===== src/rtl/decoder_pkg.sv =====
// Shared types and widths for the pulse-stretching 3-to-8 decoder.
package decoder_pkg;
    localparam int CODE_W = 3;
    localparam int OUT_W  = 8;
    localparam int CNT_W  = 4;

    typedef enum logic [1:0] {
        IDLE  = 2'd0,
        DRIVE = 2'd1,
        GAP   = 2'd2
    } state_t;

    function automatic logic [OUT_W-1:0] code_to_onehot(input logic [CODE_W-1:0] code);
        return OUT_W'(1) << code;
    endfunction
endpackage


===== src/rtl/hold_counter.sv =====
// Loadable down-counter shared by hold and gap timing; parks at zero, never wraps.
module hold_counter
    import decoder_pkg::*;
(
    input  logic             clk,
    input  logic             rst_n,
    input  logic             load,
    input  logic [CNT_W-1:0] load_val,
    output logic             tc
);
    logic [CNT_W-1:0] cnt;

    always_ff @(posedge clk) begin
        if (!rst_n) begin
            cnt <= '0;
        end else if (load) begin
            cnt <= load_val;
        end else if (cnt != '0) begin
            cnt <= cnt - 1'b1;
        end
    end

    assign tc = (cnt == '0);
endmodule


===== src/rtl/decoder_pulse.sv =====
// 3-to-8 decoder that stretches each accepted code into a timed one-hot pulse,
// with a one-deep pending slot and overflow flag.
//
//   state | meaning
//   IDLE  | no pulse, pending slot empty, ready for a code
//   DRIVE | one O line high, counting HOLD_CYCLES
//   GAP   | all O lines low, counting GAP_CYCLES
module decoder_pulse
    import decoder_pkg::*;
#(
    parameter int HOLD_CYCLES = 4,
    parameter int GAP_CYCLES  = 1
) (
    input  logic clk,
    input  logic rst_n,
    input  logic D1,
    input  logic D2,
    input  logic D3,
    input  logic val,
    output logic rdy,
    output logic O1,
    output logic O2,
    output logic O3,
    output logic O4,
    output logic O5,
    output logic O6,
    output logic O7,
    output logic O8,
    output logic busy,
    output logic ovf
);
    if (HOLD_CYCLES < 1 || HOLD_CYCLES > 15) begin : g_bad_hold
        $error("decoder_pulse: HOLD_CYCLES must be 1..15");
    end
    if (GAP_CYCLES < 0 || GAP_CYCLES > 15) begin : g_bad_gap
        $error("decoder_pulse: GAP_CYCLES must be 0..15");
    end

    localparam logic [CNT_W-1:0] HOLD_LD  = CNT_W'(HOLD_CYCLES - 1);
    localparam logic [CNT_W-1:0] GAP_LD   = (GAP_CYCLES == 0) ? '0 : CNT_W'(GAP_CYCLES - 1);
    localparam bit               GAP_NONE = (GAP_CYCLES == 0);

    state_t              state, state_nxt;
    logic [OUT_W-1:0]    out_q, out_nxt;
    logic                busy_q, ovf_q;
    logic                pend_vld;
    logic [CODE_W-1:0]   pend_code;
    logic [CODE_W-1:0]   code_in, drive_code;
    logic                accept, tc, last;
    logic                cnt_load, pend_set, pend_clr, go_drive;
    logic [CNT_W-1:0]    cnt_ld_val;

    assign code_in = {D1, D2, D3};
    assign rdy     = ~pend_vld;
    assign accept  = val & rdy;
    // End of the busy period: last gap cycle, or last hold cycle when there is no gap.
    assign last    = tc & ((state == GAP) | ((state == DRIVE) & GAP_NONE));

    hold_counter u_hold_counter (
        .clk      (clk),
        .rst_n    (rst_n),
        .load     (cnt_load),
        .load_val (cnt_ld_val),
        .tc       (tc)
    );

    always_comb begin
        state_nxt  = state;
        out_nxt    = out_q;
        cnt_load   = 1'b0;
        cnt_ld_val = HOLD_LD;
        pend_set   = 1'b0;
        pend_clr   = 1'b0;
        go_drive   = 1'b0;
        drive_code = code_in;
        case (state)
            IDLE: go_drive = accept;
            DRIVE, GAP: begin
                if (last) begin
                    if (pend_vld) begin
                        go_drive   = 1'b1;
                        drive_code = pend_code;
                        pend_clr   = 1'b1;
                    end else if (accept) begin
                        go_drive = 1'b1;
                    end else begin
                        state_nxt = IDLE;
                        out_nxt   = '0;
                    end
                end else begin
                    if (state == DRIVE && tc) begin
                        state_nxt  = GAP;
                        out_nxt    = '0;
                        cnt_load   = 1'b1;
                        cnt_ld_val = GAP_LD;
                    end
                    pend_set = accept;
                end
            end
            default: begin
                state_nxt = IDLE;
                out_nxt   = '0;
            end
        endcase
        // A new line replaces the old one in a single edge, so two lines are never high together.
        if (go_drive) begin
            state_nxt  = DRIVE;
            out_nxt    = code_to_onehot(drive_code);
            cnt_load   = 1'b1;
            cnt_ld_val = HOLD_LD;
        end
    end

    always_ff @(posedge clk) begin
        if (!rst_n) begin
            state     <= IDLE;
            out_q     <= '0;
            busy_q    <= 1'b0;
            ovf_q     <= 1'b0;
            pend_vld  <= 1'b0;
            pend_code <= '0;
        end else begin
            state  <= state_nxt;
            out_q  <= out_nxt;
            busy_q <= (state_nxt != IDLE);
            ovf_q  <= val & ~rdy;
            if (pend_clr) begin
                pend_vld <= 1'b0;
            end else if (pend_set) begin
                pend_vld  <= 1'b1;
                pend_code <= code_in;
            end
        end
    end

    assign {O8, O7, O6, O5, O4, O3, O2, O1} = out_q;
    assign busy = busy_q;
    assign ovf  = ovf_q;
endmodule


===== config.mk =====
export PLATFORM = sky130hd
export DESIGN_NAME = decoder_pulse
export DESIGN_NICKNAME = d
export VERILOG_FILES = /design/src/rtl/decoder_pkg.sv /design/src/rtl/hold_counter.sv /design/src/rtl/decoder_pulse.sv
export SDC_FILE = /design/constraint.sdc
export NUM_CORES = 1
export LEC_CHECK = 0
export BUFFER_PORTS_ARGS = -buffer_cell sky130_fd_sc_hd__clkbuf_2
export CAP_MARGIN = 10
export CELL_PAD_IN_SITES_DETAIL_PLACEMENT = 1
export CELL_PAD_IN_SITES_GLOBAL_PLACEMENT = 1
export CORE_UTILIZATION = 44
export DETAILED_ROUTE_END_ITERATION = 16
export GPL_TIMING_DRIVEN = 0
export PLACE_DENSITY = 0.92
export SETUP_SLACK_MARGIN = 0.3
export SLEW_MARGIN = 20
export SYNTH_ARGS = -nofsm -noshare
export SYNTH_HDL_FRONTEND = slang
export SYNTH_HIERARCHICAL = 1
export SYNTH_SLANG_ARGS = --single-unit

===== constraint.sdc =====
create_clock -name clk -period 4.87 [get_ports clk]
set_input_delay 0.2435 -clock clk [delete_from_list [all_inputs] [get_ports clk]]
set_output_delay 0.2435 -clock clk [all_outputs]
set_load 0.01 [all_outputs]

**After elaboration in Yosys (flattened, before gate mapping)**

Cells that the tools add are included.

- Add/sub/neg operators: 1
- Equality and inequality tests: 6
- Shift-type cells: 1
- Mux-type cells: 34
- Bitwise operators: 6
- Reduce and logical (&&, ||, !) cells: 10

Operators by type and width:

| operator | number |
|---|---|
| 8-bit 2-to-1 mux | 5 |
| 2-bit 2-to-1 mux | 8 |
| 8-bit one-hot mux with 2 select lines | 1 |
| 1-bit 2-to-1 mux | 12 |
| 4-bit 2-to-1 mux | 3 |
| 4-bit != test (second input constant) | 3 |
| 3-bit 2-to-1 mux | 3 |
| 1-bit by 3-bit << shifter with 8-bit output (first input constant) | 1 |
| 4-bit zero test | 1 |
| 2-bit one-hot mux with 2 select lines | 1 |
| 4-bit AND reduction | 1 |
| 2-bit nonzero test | 2 |
| 4-bit nonzero test | 1 |
| 2-bit OR reduction | 2 |
| 4-bit by 1-bit subtractor with 4-bit output (second input constant) | 1 |
| 1-bit AND | 3 |
| 1-bit inverter | 3 |
| 2-bit by 1-bit equality test with 1-bit output (second input constant) | 1 |
| 2-bit equality test (second input constant) | 1 |
| 2-bit zero test | 1 |
| 2-bit != test (second input constant) | 1 |
| 1-bit one-hot mux with 2 select lines | 1 |
| 2-bit AND reduction | 1 |
| 1-bit logical AND | 1 |

- Flip-flop bits (word level): 20
- Input port bits: 6
- Output and inout port bits: 11
- Word-level logic and storage cells: 65

**Logic depth before layout (Yosys ltp)**

Gate-level depths: netlist (run 1).

- Word-level depth: 8
- Mapped depth: 8
- Mapped depth without buffers: 8

**Cells and area by module**

Netlist (run 1), hierarchy kept.

By module, submodules not included:

| module | times used | cells an instance | area each (um^2) | sequential area each (um^2) |
|---|---|---|---|---|
| decoder_pulse | 1 | 85 | 798.3 | 320.3 |
| hold_counter | 1 | 23 | 230.2 | 80.1 |

**Least setup slack after synthesis (run 1)**

Ideal clock, no wire load.

- Path type: register to register
- From: reg u_hold_counter.cnt[0]
- To: reg u_hold_counter.cnt[3]
- Library setup time: 0.134 ns
- Arrival time: 1.803 ns
- Data required time: 4.736 ns
- Setup slack: 2.933 ns
- Cell stages (with the launch flop): 9
- Path buffers: 0
- Clock period less this slack: 1.937 ns
- Path through: dfxtp_1 -> inv_1 -> ha_1 -> nor3b_4 -> nand3_1 -> a211o_1 -> nand2b_1 -> nand2b_1 -> o31ai_1

- Cells in the longest elaborated chain, start to end: 7
- Elaborated cells on any way between the ends: 14
- Those cells by class: add/sub: 1; mux: 8; bitwise: 1; reduce/logical: 4

Ends and longest elaborated chain:

| what | RTL line | RTL |
|---|---|---|
| start, declared | hold_counter.sv:11 | `logic [CNT_W-1:0] cnt;` |
| start signal, assigned | hold_counter.sv:17 | `cnt <= load_val;` |
| start signal, assigned | hold_counter.sv:19 | `cnt <= cnt - 1'b1;` |
| 4-bit zero test * | hold_counter.sv:23 | `assign tc = (cnt == '0);` |
| net tc | decoder_pulse.sv:49 | `logic accept, tc, last;` |
| 1-bit logical AND | decoder_pulse.sv:91 | `if (state == DRIVE && tc) begin` |
| 1-bit 2-to-1 mux | decoder_pulse.sv:91 |  |
| 1-bit 2-to-1 mux | decoder_pulse.sv:79 | `if (last) begin` |
| 1-bit 2-to-1 mux | decoder_pulse.sv:76 | `case (state)` |
| 1-bit 2-to-1 mux * | decoder_pulse.sv:106 | `if (go_drive) begin` |
| net cnt_load | decoder_pulse.sv:50 | `logic cnt_load, pend_set, pend_clr, go_drive;` |
| 4-bit 2-to-1 mux or 2-bit nonzero test (tied branches) | n/a |  |

The timed path passes the listed nets; every way through them passes the cells marked *. The select of a mux whose other input is x is not followed.
A chain may end at the register's enable or synchronous reset.

**Worst setup path after layout (run 1)**

Same ends and word-level chain as after synthesis.

==> results of run 1 <==
[flip-flops by register name, indices dropped and copies added, names as in the netlist]
register / count
ovf: 1
out_q: 8
pend_vld: 1
u_hold_counter/cnt: 4
busy: 1
state: 2
pend_code: 3
[where the power goes]
group	switching, mW	internal (mW)	leakage, nW
sequential	0.0248	0.193	0.163
clock	0.0516	0.0457	0.0210
combinational	0.122	0.0963	0.315
total	0.199	0.335	0.500
[layout make-up]
cell class / instances / area (µm²)
sequential: 20 / 400
tap: 28 / 35.0
clock buffer: 4 / 36.3
multi-input combinational: 81 / 599
timing repair buffer: 16 / 80.1
fill: 275 / 1030
inverter: 5 / 18.8
buffer: 3 / 13.8
[per-layer routing]
metal / vias to the layer above / GRT usage [%] / routed length [µm]
met1: 415 / 27.8 / 1060
met2: 18 / 37.3 / 1160
met3: 9 / 3.03 / 57
li1: 439 / - / -
met5: - / 0 / 0
met4: 0 / 13.0 / 69
[cells by family after synthesis]
family                   after synthesis  synth area share, %
flip-flops                            20                 38.9
multiplexers                           6                 5.96
adder cells (fa/ha/maj)                5                 6.08
buffers and inverters                  8                 3.16
AO/OA/AOI/OAI                         24                 18.0
other                                  1                0.365
XOR/XNOR                               2                 1.70
AND/OR/NAND/NOR                       42                 25.8
[cells in the mapped netlist, drive strengths merged, types with 2 or more instances]
library cell and count:
mux2i 5, ha 5, nor2 6, inv 5, dfxtp 20, and3b 3, nor2b 4, buf 2
o2bb2ai 9, xnor2 2, o21ai 6, nor3b 4, or2 2, a21oi 3, nand3 4, nor3 2
and3 2, nand2 5, nand2b 6
[stage by stage]
| step | utilization, % | total power [mW] |
|---|---|---|
| final | 53.5 | 0.533 |
| after global routing | 53.5 | 0.575 |
| after CTS | 53.5 | 0.536 |
| after detailed placement | 51.9 | 0.436 |
| after global placement | 51.9 | 0.421 |
| after floorplan | - | 0.382 |
[worst register-to-register path: cells and delay by family (launching register included)]
kind	cells	cell delay (ps)
adders and majority gates	1	200
buffers and inverters	1	100
DFF	1	340
AOI/OAI and AO/OA	2	450
and+or+nand+nor	4	1110
[final timing paths]
check,startpoint,end,slack (ps)
hold reg to reg,out_q[7]$_SDFFE_PN0P_,out_q[7]$_SDFFE_PN0P_,470
setup reg to reg,u_hold_counter/cnt[0]$_SDFFE_PN0P_,u_hold_counter/cnt[3]$_SDFFE_PN0P_,2560
setup / recovery,u_hold_counter/cnt[0]$_SDFFE_PN0P_,u_hold_counter/cnt[3]$_SDFFE_PN0P_,2560
hold / removal,D1,pend_code[2]$_SDFFE_PN0P_,210
==> results.py, run 1 <==
metrics = {
    "run_status": {
        "run_status": "finished, final reports clean",
    },
    "cts": {
        "tritoncts": "built",
        "clock-sinks": 20,
        "clk_pin_slew_ps": 110,
        "post-cts-setup-buffers": 0,
        "post_cts.resized_instances": 0,
        "insertion_delay_ps": 300,
        "cts_max_path_buffers": 2,
        "clock_tree.root_cell": "clkbuf_4",
        "cts-buffers-inserted": 3,
        "cts_hold_repair.buffers": 0,
        "cts_max_level": 1,
    },
    "global_route": {
        "grt_pass1_wl_um": 4300,
        "grt_use_total_pct": 22.6,
        "grt_overflow_total": 0,
        "antenna_found_initial": 0,
        "grt_pass1_vias": 937,
        "grt_max_degree": 12,
    },
    "run": {
        "timing.max_cap.violations": 0,
    },
    "floorplanning": {
        "die_height_um": 50.3,
        "std_cell_rows": 17,
        "start_util_pct": 46.5,
        "die_area_um2": 2530,
        "core_um2": 2210,
        "die_width_um": 50.3,
        "ioPinCount": 17,
    },
    "detailed_routing": {
        "remaining_routing_drc_violations": 0,
        "post_drt_via_cell_ratio": 5.61,
        "drt_first_pass_iters": 4,
        "finalWirelength_um": 2350,
        "detailroute.via_count": 881,
        "initialDrtViolationCount": 20,
        "route.antenna.remaining_nets": 0,
        "wl_per_cell_um": 15.0,
    },
    "critical_path": {
        "cp-start-kind": "register",
        "timing.critical_path.depth": 8,
        "crit_slowest_cell": "nor3b_4",
        "endpoint_kind": "register",
        "worst_path_dominant_cell_family": "simple AND/OR/NAND/NOR gates",
        "reg2reg_depth": 8,
        "path_cells": "inv_1 -> ha_1 -> nor3b_4 -> nand3_1 -> a211o_1 -> nand2b_1 -> nand2b_1 -> o31ai_1",
        "critical-path-top-cell-by-count": "nand2b_1",
        "timing.critical_path.required_ps": 5050,
        "critPathMaxStageDelay_ps": 480,
        "worstPathMaxFanout": 10,
        "worstPathArrival_ps": 2500,
        "timing.setup.critical_path_class": "reg -> reg",
        "worstPathBufferInverterCount": 1,
    },
    "placement": {
        "place_hpwl_um": 1740,
        "dp_worst_setup_slack_ps": 2600,
        "finalWeightedCongestion": 0.827,
        "placed_area_um2": 1150,
        "io_buffer_count": 16,
        "numPlacedInstances": 153,
    },
    "yosys": {
        "postSynthRegisterBits": 20,
        "synth_cell_type_count": 36,
        "synthesis.area_per_instance_um2": 9.52,
        "cell_area_synth_um2": 1030,
        "synth_warnings": 6,
        "async_flop_share_pct": 0,
        "yosys.area.top_type": "dfxtp_1",
        "dominantRegCellSynth": "dfxtp_1",
        "synth_enable_flop_cells": 0,
        "yosys.area.top_type_share_pct": 38.9,
        "seq_area_frac_synth_pct": 38.9,
        "ys_top_cells_by_area": "dfxtp_1 (39%), o2bb2ai_1 (7.7%), ha_1 (6.1%)",
        "synthesis.instances": 108,
    },
    "min_path": {
        "hold_path_depth": 3,
        "timing.hold.worst.class": "in -> reg",
    },
    "sta": {
        "setup_violations": 0,
        "fin_crit_ps": 2310,
        "maxClockFrequency_mhz": 432,
        "skew_ps": 1.03,
        "timing.setup.tns_ps": 0,
        "unrepaired_setup_endpoints_after_global_routing": "false",
        "worst_slew_margin_rel_pct": 66.4,
        "timing_worst_slew_pin_value_ps": 503,
        "layout_worst_path_cycle_share_pct": 47.5,
        "maxSlewViolCount": 0,
        "fin_worst_hold_slack_ps": 210,
        "hold_viol": 0,
        "layout_setup_ws_ps": 2560,
    },
    "layout": {
        "stdcell_area_um2": 1180,
        "antenna_cells_inserted": 0,
        "leading_cell_types_in_the_layout_fill_and_taps_excluded": "dfxtp_1 (20), clkbuf_2 (16), o2bb2ai_1 (9)",
        "final_common_cell": "dfxtp_1",
        "design.final.nets": 141,
        "layout.cells.non_filler": 157,
        "drive_above_1_share_pct": 20.9,
        "area_growth_syn_to_layout_pct": 15.1,
    },
    "power": {
        "power-per-cell-area_nw_per_um2": 450,
        "leakagePower_nw": 0.500,
        "vdd.ir_drop.worst_mv": 0.311,
    },
}
Note: power is estimated with default switching activity, not from simulation.
==> run 2: changes to the inputs <==
--- a/config.mk
+++ b/config.mk
@@ -9,10 +9,10 @@
 export CAP_MARGIN = 10
 export CELL_PAD_IN_SITES_DETAIL_PLACEMENT = 1
 export CELL_PAD_IN_SITES_GLOBAL_PLACEMENT = 1
-export CORE_UTILIZATION = 44
+export CORE_UTILIZATION = 37
 export DETAILED_ROUTE_END_ITERATION = 16
 export GPL_TIMING_DRIVEN = 0
-export PLACE_DENSITY = 0.92
+export PLACE_DENSITY = 0.84
 export SETUP_SLACK_MARGIN = 0.3
 export SLEW_MARGIN = 20
 export SYNTH_ARGS = -nofsm -noshare
==> constraint.sdc (replaced) <==
create_clock -name clk -period 2 [get_ports clk]
set_input_delay 0.1 -clock clk [delete_from_list [all_inputs] [get_ports clk]]
set_output_delay 0.1 -clock clk [all_outputs]
set_load 0.01 [all_outputs]
==> results.py, run 2 (same netlist as run 1, synthesis figures left out) <==
metrics = {
    "run_status": {
        "run_status": "finished, final reports clean",
    },
    "power": {
        "vdd.ir_drop.worst_mv": 0.826,
        "totalPowerFinal_mw": 1.61,
        "leakagePower_nw": 0.572,
        "power-per-cell-area_nw_per_um2": 1150,
    },
    "layout": {
        "largest_registers_in_the_final_layout": "out_q (8), u_hold_counter/cnt (4), pend_code (3)",
        "leading_cell_types_in_the_layout_fill_and_taps_excluded": "dfxtp_1 (16), clkbuf_2 (16), buf_4 (9)",
        "max_flop_register": "out_q",
        "utilization_pct": 54.8,
        "design.final.nets": 152,
        "drive_above_1_share_pct": 44.3,
        "number_of_flip_flops_under_the_largest_register_name": 8,
        "antenna_cells_inserted": 0,
        "area_growth_syn_to_layout_pct": 35.6,
    },
    "sta": {
        "maxSlewViolCount": 0,
        "setup_violations": 0,
        "maxClockFrequency_mhz": 540,
        "layout_worst_path_cycle_share_pct": 92.6,
        "skew_ps": 7.64,
        "timing.setup.tns_ps": 0,
        "layout_setup_ws_ps": 148,
        "hold_viol": 0,
        "fin_crit_ps": 1850,
        "unrepaired_setup_endpoints_after_global_routing": "true",
    },
    "critical_path": {
        "endpoint_kind": "register",
        "worst_path_dominant_cell_family": "compound AO/OA/AOI/OAI gates",
        "reg2reg_depth": 8,
        "path_cells": "inv_2 -> ha_4 -> nor3b_4 -> nand3_2 -> a211o_4 -> o311a_1 -> buf_6 -> o2bb2ai_1",
        "worstPathMaxFanout": 8,
        "critPathMaxStageDelay_ps": 380,
        "worstPathArrival_ps": 2050,
        "timing.critical_path.depth": 8,
        "worstPathBufferInverterCount": 2,
        "timing.critical_path.required_ps": 2200,
        "crit_slowest_cell": "a211o_4",
        "timing.setup.critical_path_class": "reg -> reg",
        "cp-start-kind": "register",
    },
    "placement": {
        "place_hpwl_um": 1730,
        "io_buffer_count": 16,
        "finalWeightedCongestion": 0.744,
        "dp_worst_setup_slack_ps": -189,
    },
    "floorplanning": {
        "core_um2": 2540,
        "die_area_um2": 2990,
        "std_cell_rows": 18,
        "die_height_um": 54.7,
        "start_util_pct": 40.4,
        "ioPinCount": 17,
        "die_width_um": 54.7,
    },
    "cts": {
        "cts-buffers-inserted": 3,
        "cts_max_level": 1,
        "clock-sinks": 20,
        "tritoncts": "built",
        "cts_max_path_buffers": 2,
        "insertion_delay_ps": 310,
        "clk_pin_slew_ps": 130,
        "clock_tree.root_cell": "clkbuf_4",
        "cts_hold_repair.buffers": 0,
    },
    "detailed_routing": {
        "remaining_routing_drc_violations": 0,
        "finalWirelength_um": 2670,
        "drt_first_pass_iters": 4,
        "post_drt_via_cell_ratio": 5.37,
        "wl_per_cell_um": 15.7,
        "initialDrtViolationCount": 3,
        "detailroute.via_count": 913,
        "route.antenna.remaining_nets": 0,
    },
    "global_route": {
        "grt_pass1_vias": 958,
        "antenna_found_initial": 0,
        "grt_use_total_pct": 19.7,
        "grt_pass1_wl_um": 4240,
        "grt_overflow_total": 0,
        "grt_max_degree": 12,
    },
    "min_path": {
        "hold_path_depth": 3,
        "timing.hold.worst.class": "in -> reg",
    },
    "run": {
        "timing.max_cap.violations": 0,
    },
}
[run 2: changes by cell type in the layout (fill, tap and decap cells not counted), sizes merged]
cell	delta
buf	+11
[run 2: through the flow]
| stage | area, µm² | std cells | hold WS [ps] |
|---|---|---|---|
| final | 1400 | 170 | 74.9 |
| after global routing | 1400 | 170 | 81.7 |
| after CTS | 1340 | 169 | 80.6 |
| after detailed placement | 1180 | 155 | 395 |
| after global placement | 1180 | 155 | 389 |
| after floorplan | 1070 | 109 | 238 |
[run 2: timing repair]
action	in CTS	in global routing
gates cloned	0	0
setup buffers	10	1
pin swaps	5	5
setup endpoints to repair	17	18
gates resized for setup	12	11
[run 2: final timing paths]
kind / slack (ps) / endpoint / startpoint
max: 150 / out_q[3]$_SDFFE_PN0P_ / u_hold_counter/cnt[0]$_SDFFE_PN0P_
min: 70 / pend_code[2]$_SDFFE_PN0P_ / D1
max reg2reg: 150 / out_q[3]$_SDFFE_PN0P_ / u_hold_counter/cnt[0]$_SDFFE_PN0P_
min reg2reg: 480 / out_q[5]$_SDFFE_PN0P_ / out_q[5]$_SDFFE_PN0P_
[run 2: power by group]
part,switching [mW],total [mW],internal (mW)
combinational,0.390,0.825,0.436
sequential,0.0630,0.538,0.475
clock,0.136,0.247,0.111
[run 2: routing by layer]
| metal | global-route usage (%) | share of wire, % |
|---|---|---|
| met5 | 0 | 0 |
| met4 | 4.70 | 0.49 |
| met3 | 3.89 | 2.7 |
| met2 | 34.9 | 50 |
| met1 | 24.0 | 47 |
[run 2: final cells by class]
cell class	count	area, µm²
inverter	5	18.8
fill	311	1150
clock buffer	4	36.3
timing repair buffer	27	170
multi-input combinational	81	707
buffer	3	20.0
tap	30	37.5
sequential	20	405
[run 2: worst register-to-register path, cell delays in order, from the launching register on]
cell and delay (ps):
dfxtp_2 340, inv_2 70, ha_4 130, nor3b_4 290, nand3_2 150, a211o_4 380
o311a_1 130, buf_6 140, o2bb2ai_1 120
